## config.mk

```make
export PLATFORM = sky130hd
export DESIGN_NAME = seq_control_unit
export DESIGN_NICKNAME = d
export VERILOG_FILES = /design/src/rtl/seq_control_unit.sv
export SDC_FILE = /design/constraint.sdc
export NUM_CORES = 1
export LEC_CHECK = 0
export ABC_AREA = 1
export BUFFER_PORTS_ARGS = -buffer_cell sky130_fd_sc_hd__buf_2
export CAP_MARGIN = 30
export CELL_PAD_IN_SITES_DETAIL_PLACEMENT = 0
export CELL_PAD_IN_SITES_GLOBAL_PLACEMENT = 1
export CORE_ASPECT_RATIO = 0.5
export CORE_MARGIN = 2
export CORE_UTILIZATION = 30
export DETAILED_ROUTE_END_ITERATION = 12
export HOLD_SLACK_MARGIN = 0.03
export PLACE_DENSITY = 0.77
export SLEW_MARGIN = 5
export SYNTH_ARGS = -nofsm -noshare
export SYNTH_HDL_FRONTEND = slang
export SYNTH_SLANG_ARGS = --single-unit
```

## constraint.sdc

```tcl
create_clock -name clk -period 1.88 [get_ports clk]
set_clock_uncertainty 0.1 [all_clocks]
set_input_delay 0.094 -clock clk [delete_from_list [all_inputs] [get_ports clk]]
set_output_delay 0.094 -clock clk [all_outputs]
set_load 0.02 [all_outputs]
```

## src/rtl/seq_control_unit.sv

```systemverilog
// rtl/seq_control_unit.sv - multi-cycle fetch/decode/execute sequencer for a register ALU datapath
module seq_control_unit (
    input  logic        clk,
    input  logic        clr,
    input  logic        run,
    input  logic [31:0] ir,
    input  logic        mem_rdy,
    output logic [31:0] enable,
    output logic [31:0] busSelect,
    output logic        MR_Read,
    output logic        pc_inc,
    output logic [3:0]  Control_Signals,
    output logic        done,
    output logic        err,
    output logic [15:0] instr_cnt
);

    localparam logic [2:0] S_IDLE = 3'd0;
    localparam logic [2:0] S_T0   = 3'd1;
    localparam logic [2:0] S_T1   = 3'd2;
    localparam logic [2:0] S_T2   = 3'd3;
    localparam logic [2:0] S_T3   = 3'd4;
    localparam logic [2:0] S_T4   = 3'd5;
    localparam logic [2:0] S_T5   = 3'd6;
    localparam logic [2:0] S_HALT = 3'd7;

    localparam logic [4:0] OP_ADD = 5'b00011;
    localparam logic [4:0] OP_SUB = 5'b00100;
    localparam logic [4:0] OP_AND = 5'b00101;
    localparam logic [4:0] OP_OR  = 5'b00110;

    localparam logic [31:0] SEL_ZLO = 32'd19;
    localparam logic [31:0] SEL_PC  = 32'd20;
    localparam logic [31:0] SEL_MDR = 32'd21;
    localparam logic [31:0] SEL_IR  = 32'd23;
    localparam logic [31:0] SEL_Z   = 32'd24;
    localparam logic [31:0] SEL_MAR = 32'd25;
    localparam logic [31:0] SEL_Y   = 32'd27;

    // Wait count at which a still-idle memory is declared dead: this is the
    // 15th consecutive T1 cycle without mem_rdy.
    localparam logic [3:0] LAST_WAIT = 4'd14;

    logic [2:0]  state_q;
    logic [2:0]  state_d;
    logic [3:0]  wait_cnt_q;
    logic [4:0]  opcode_q;
    logic [3:0]  ra_q;
    logic [3:0]  rb_q;
    logic [3:0]  rc_q;
    logic [15:0] instr_cnt_q;
    logic [3:0]  alu_op;
    logic        op_legal;

    // The low instruction bits carry no fields this sequencer uses.
    logic unused_ir_bits;
    assign unused_ir_bits = ^ir[14:0];

    // Map the latched opcode onto an ALU operation; anything else is illegal.
    always_comb begin
        alu_op   = 4'd0;
        op_legal = 1'b1;
        case (opcode_q)
            OP_ADD:  alu_op = 4'd1;
            OP_SUB:  alu_op = 4'd2;
            OP_AND:  alu_op = 4'd3;
            OP_OR:   alu_op = 4'd4;
            default: op_legal = 1'b0;
        endcase
    end

    // Next-state selection; run is only consulted in IDLE and T5.
    always_comb begin
        state_d = state_q;
        case (state_q)
            S_IDLE: state_d = run ? S_T0 : S_IDLE;
            S_T0:   state_d = S_T1;
            S_T1: begin
                if (mem_rdy)
                    state_d = S_T2;
                else if (wait_cnt_q == LAST_WAIT)
                    state_d = S_HALT;
                else
                    state_d = S_T1;
            end
            S_T2:   state_d = S_T3;
            S_T3:   state_d = op_legal ? S_T4 : S_HALT;
            S_T4:   state_d = S_T5;
            S_T5:   state_d = run ? S_T0 : S_IDLE;
            S_HALT: state_d = S_HALT;
            default: state_d = S_IDLE;
        endcase
    end

    // State register, memory wait counter, field latches and completion counter.
    always_ff @(posedge clk) begin
        if (!clr) begin
            state_q     <= S_IDLE;
            wait_cnt_q  <= 4'd0;
            opcode_q    <= 5'd0;
            ra_q        <= 4'd0;
            rb_q        <= 4'd0;
            rc_q        <= 4'd0;
            instr_cnt_q <= 16'd0;
        end else begin
            state_q <= state_d;
            // Counter restarts on every fresh visit to T1.
            if (state_q == S_T1 && !mem_rdy)
                wait_cnt_q <= wait_cnt_q + 4'd1;
            else
                wait_cnt_q <= 4'd0;
            // Fields are captured while IR is being loaded so later ir changes are harmless.
            if (state_q == S_T2) begin
                opcode_q <= ir[31:27];
                ra_q     <= ir[26:23];
                rb_q     <= ir[22:19];
                rc_q     <= ir[18:15];
            end
            if (state_q == S_T5)
                instr_cnt_q <= instr_cnt_q + 16'd1;
        end
    end

    // Moore output decode from the current state and latched fields.
    always_comb begin
        enable          = 32'd0;
        busSelect       = 32'd0;
        MR_Read         = 1'b0;
        pc_inc          = 1'b0;
        Control_Signals = 4'd0;
        done            = 1'b0;
        err             = 1'b0;
        case (state_q)
            S_T0: begin
                busSelect = SEL_PC;
                enable    = SEL_MAR;
                pc_inc    = 1'b1;
            end
            S_T1: begin
                MR_Read = 1'b1;
                enable  = SEL_MDR;
            end
            S_T2: begin
                busSelect = SEL_MDR;
                enable    = SEL_IR;
            end
            S_T3: begin
                if (op_legal) begin
                    busSelect = {28'd0, rb_q};
                    enable    = SEL_Y;
                end
            end
            S_T4: begin
                busSelect       = {28'd0, rc_q};
                enable          = SEL_Z;
                Control_Signals = alu_op;
            end
            S_T5: begin
                busSelect = SEL_ZLO;
                enable    = {28'd0, ra_q};
                done      = 1'b1;
            end
            S_HALT: err = 1'b1;
            default: ;
        endcase
    end

    assign instr_cnt = instr_cnt_q;

endmodule

```

# ---- Word-level counts from Yosys, hierarchy flattened
# Cells that the tools add are included.
dict set report classes {
  n_addsub 2
  n_eq_ne 12
  mux 16
  n_reduce_logical 6
}
# operator count
set op_table {}
lappend op_table {{$pmux W5 S6} 1}
lappend op_table {{$pmux W5 S5} 1}
lappend op_table {{$pmux W3 S7} 1}
lappend op_table {{$add A16 B1 Y16 const B} 1}
lappend op_table {{$eq A5 B3 Y1 const B} 3}
lappend op_table {{$eq A3 B3 Y1 const B} 4}
lappend op_table {{$pmux W3 S4} 1}
lappend op_table {{$mux W4} 2}
lappend op_table {{$eq A3 B2 Y1 const B} 2}
lappend op_table {{$mux W1} 6}
lappend op_table {{$mux W3} 2}
lappend op_table {{$eq A5 B2 Y1 const B} 1}
lappend op_table {{$mux W5} 1}
lappend op_table {{$add A4 B1 Y4 const B} 1}
lappend op_table {{$eq A4 B4 Y1 const B} 1}
lappend op_table {{$reduce_or A4 Y1} 1}
lappend op_table {{$eq A3 B1 Y1 const B} 1}
lappend op_table {{$logic_not A3 Y1} 1}
lappend op_table {{$mux W2} 1}
lappend op_table {{$reduce_and A2 Y1} 1}
lappend op_table {{$reduce_or A2 Y1} 1}
lappend op_table {{$logic_and A1 B1 Y1} 1}
lappend op_table {{$logic_not A1 Y1} 1}
dict set report word_totals {
  regBits 40
  in_bits 36
  out_inout_bits 88
  wordCells 43
}

# ---- Longest topological paths before layout
dict set report depth {
  ltp_word 5
  ltp_mapped 8
  mapped_depth_nobuf 8
}

# ---- Least setup slack after synthesis
# No wires, ideal clock.
dict set report synth_path {
  path_type {register -> output}
  from {register state_q[0]}
  to {output Control_Signals[2]}
  arrival_time_ns 1.408
  required_ns 1.686
  path_slack_ns 0.278
  stages_incl_launch_ff 5
  path_cell_list {dfxtp_1 > inv_2 > nor2_2 > nand2_1 > nor4_1}
}
dict set report synth_via {
  elab_chain_cells 2
}
# item line_no
set synth_lines {}
lappend synth_lines {{start, declared} 44} ;# logic [2:0] state_q;
lappend synth_lines {{start signal, assigned} 106} ;# state_q <= state_d;
lappend synth_lines {{$eq A3 B3 Y1} 133} ;# case (state_q)
lappend synth_lines {{$mux W4} 133}
lappend synth_lines {{end, declared} 12} ;# output logic [3:0] Control_Signals,
# Every way passes these cells.

# ---- Worst setup path after layout
dict set report layout_path {
  from {register state_q[0]}
  to {output Control_Signals[0]}
}
# Same word-level chain as after synthesis.

==> flow_summary.ini <==
[run_status]
status = finished, final reports clean

[clocking]
clock_sink_count = 40
cts_root_buffer = clkbuf_16
numCtsBuffers = 5
worst_skew_pair.late_latency_ns = 0.28
cts_buffer_depth = 2
cts_max_level = 2
clk_pin_slew_worst_paths_ns = 0.06
cts_tree = done
cts_setup_buffers = 0

[global_route]
grt_pass1_wl_um = 8490
grt_max_degree = 29
overflow = 0
antenna_found_initial = 0
grt_pass1_vias = 1824
grt_usage_pct = 12.8

[pwr]
switchingPower_mw = 0.633
internal_power_mw = 1.51
ir_worst_vdd_mv = 0.294
combPwrFrac_pct = 17.8
swShare_pct = 29.5
p_leak_nw = 1.44
power_mw = 2.15
power_density_nw_per_um2 = 736
pwr-share-clk_pct = 40.3
power_frac_seq_pct = 41.9

[yosys]
synth_edf_count = 0
ys_seq_area_share_pct = 33.9
ys_seq_elements = 40
async_flop_share_pct = 0
synth_top_area_share_pct = 33.9
synth_area_per_cell_um2 = 7.07
synthCells = 334
synth_common_cells = 55 x buf_4, 50 x nor2_1, 45 x nand2_1, 40 x dfxtp_1, 34 x inv_1
synth_cell_types = 30
ys_warn_count = 0
synth_most_common_cell = buf_4
synth.largest_area_cell = dfxtp_1
synth_ff_type = dfxtp_1
synth_area_um2 = 2360
yosys-top-cells-area = dfxtp_1 34%, buf_4 17%, nor2_1 7.9%

[min_path]
hold_path.class = in2reg

[finish]
utilization_pct = 39.0
postLayoutCellArea_um2 = 2920
diodes = 0
nets = 451
syn_to_final_growth_pct = 23.5
drive_gt1_share_pct = 20.6
nFillCells = 828

[sta]
setup-tns-final_ns = 0
period_share_pct = 93.0
finalHoldViolations = 0
rsz0062_at_grt = false
setup_ws_ns = 0.132
slew_violations = 0
fin_crit_ns = 1.75
setup_violations = 0
clock.fmax_ghz = 0.572

[critical_path]
critical_path.max_fanout = 5
crit_chain = inv_2 -> nor2_2 -> nand2_1 -> nor3_2 -> nand2_1 -> o21ai_1 -> buf_2
critPathSlowestCell = dfxtp_1
cp_num_buf_inv = 2
critical_path.top_delay_family = simple AND/OR/NAND/NOR gates
critPathKind = reg2out
critPathCaptureType = primary output
worst_setup_path_start_kind = register
slowest_delay_ns = 0.43
crit_required_ns = 1.69
crit_top_cell = nand2_1
arrival_ns = 1.55

[route]
wl_per_cell_um = 10.2
wl_um = 5340
first_pass_iters = 4
drc_errors = 0
drtAntennaViolNets = 0
detailroute.via_count = 2135
drt-initial-drc-count = 130
via_per_inst = 4.10

[run]
max_cap_viol_count = 0

[placed_design]
post-place-ws_ns = 0.367
post_dp_cell_area_um2 = 2570
io_buffers = 53
hpwl_um = 3830
place_congestion = 0.820

[die]
ioPinCount = 124
core_um2 = 7490
dieArea_um2 = 8640
fp-row-count = 22
start_util_pct = 31.6
die_w_um = 129
die-height_um = 66.7
kinds of logic (layout without fill, tap and decap cells):
group	after synthesis	in the layout	synth area share (%)
simple gates	138	138	27.5
xor+xnor	4	4	1.48
other cells	1	55	0.159
buf+inv	100	125	24.9
compound gates	48	48	10.5
fa+ha+maj	3	3	1.59
flops	40	40	33.9
layout make-up:
| class | count | area [um^2] | area share [%] |
|---|---|---|---|
| timing repair buffer | 79 | 510 | 17.5 |
| inverter | 38 | 143 | 4.89 |
| multi-input combinational | 248 | 1180 | 40.4 |
| sequential | 40 | 801 | 27.5 |
| tap | 108 | 135 | 4.63 |
| clock buffer | 6 | 139 | 4.76 |
| clock inverter | 2 | 10.0 | 0.343 |
metrics by stage:
stage	instances	hold WS [ns]
finish	521	0.120
global route	521	0.147
CTS	521	0.122
detailed placement	494	0.231
global placement	494	0.224
floorplan	388	0.129
final timing paths:
check | from | end | slack (ns) | cells past startpoint
max | state_q[0] | Control_Signals[0] | 0.13 | 7
min | clr | state_q[0] | 0.12 | 3
max reg2reg | state_q[2] | instr_cnt[12] | 0.37 | 7
min reg2reg | ra_q[1] | ra_q[1] | 0.36 | 2
registers in the layout, indices dropped and copies added (netlist names):
name	cells
ra_q	4
state_q	3
instr_cnt	16
rb_q	4
wait_cnt_q	4
rc_q	4
opcode_q	5
worst register-to-register path: cells and delay by family, from the launching register on:
| kind | cells | cell delay, ns |
|---|---|---|
| flip-flops | 1 | 0.47 |
| AND/OR/NAND/NOR | 7 | 0.83 |
power by group through the flow:
stage | combinational (mW) | sequential (mW) | clock, mW
finish | 0.383 | 0.899 | 0.865
global route | 0.418 | 0.903 | 0.930
CTS | 0.382 | 0.899 | 0.889
detailed placement | 0.351 | 0.917 | 0
global placement | 0.350 | 0.917 | 0
floorplan | 0.345 | 0.912 | 0
cell usage in the layout (no fill, tap or decap), types with 18 or more instances in the layout:
| cell | Yosys | layout |
|---|---|---|
| buf_2 | 5 | 52 |
| inv_1 | 34 | 34 |
| nand3_1 | 22 | 22 |
| conb_1 | 1 | 55 |
| nor2_1 | 50 | 50 |
| a21oi_1 | 18 | 18 |
| o21ai_0 | 24 | 24 |
| dlygate4sd3_1 | 0 | 19 |
| nand2_1 | 45 | 44 |
| dfxtp_1 | 40 | 40 |
timing repair:
action                                  in CTS  in global routing
gates resized for setup                      0                  2
endpoints found under the hold margin       19                  0
hold buffers                                19                  0
endpoints found under the setup margin       0                  1
per-layer routing:
layer  GRT usage, %  part of all wire (%)  up-vias
li1               -                     -     1111
met5              0                     0        -
met2           21.1                    46       86
met4           5.11                   1.2        0
met3           3.29                   7.1        6
met1           16.0                    46      932
No activity file was read; power rests on OpenSTA's default activity.
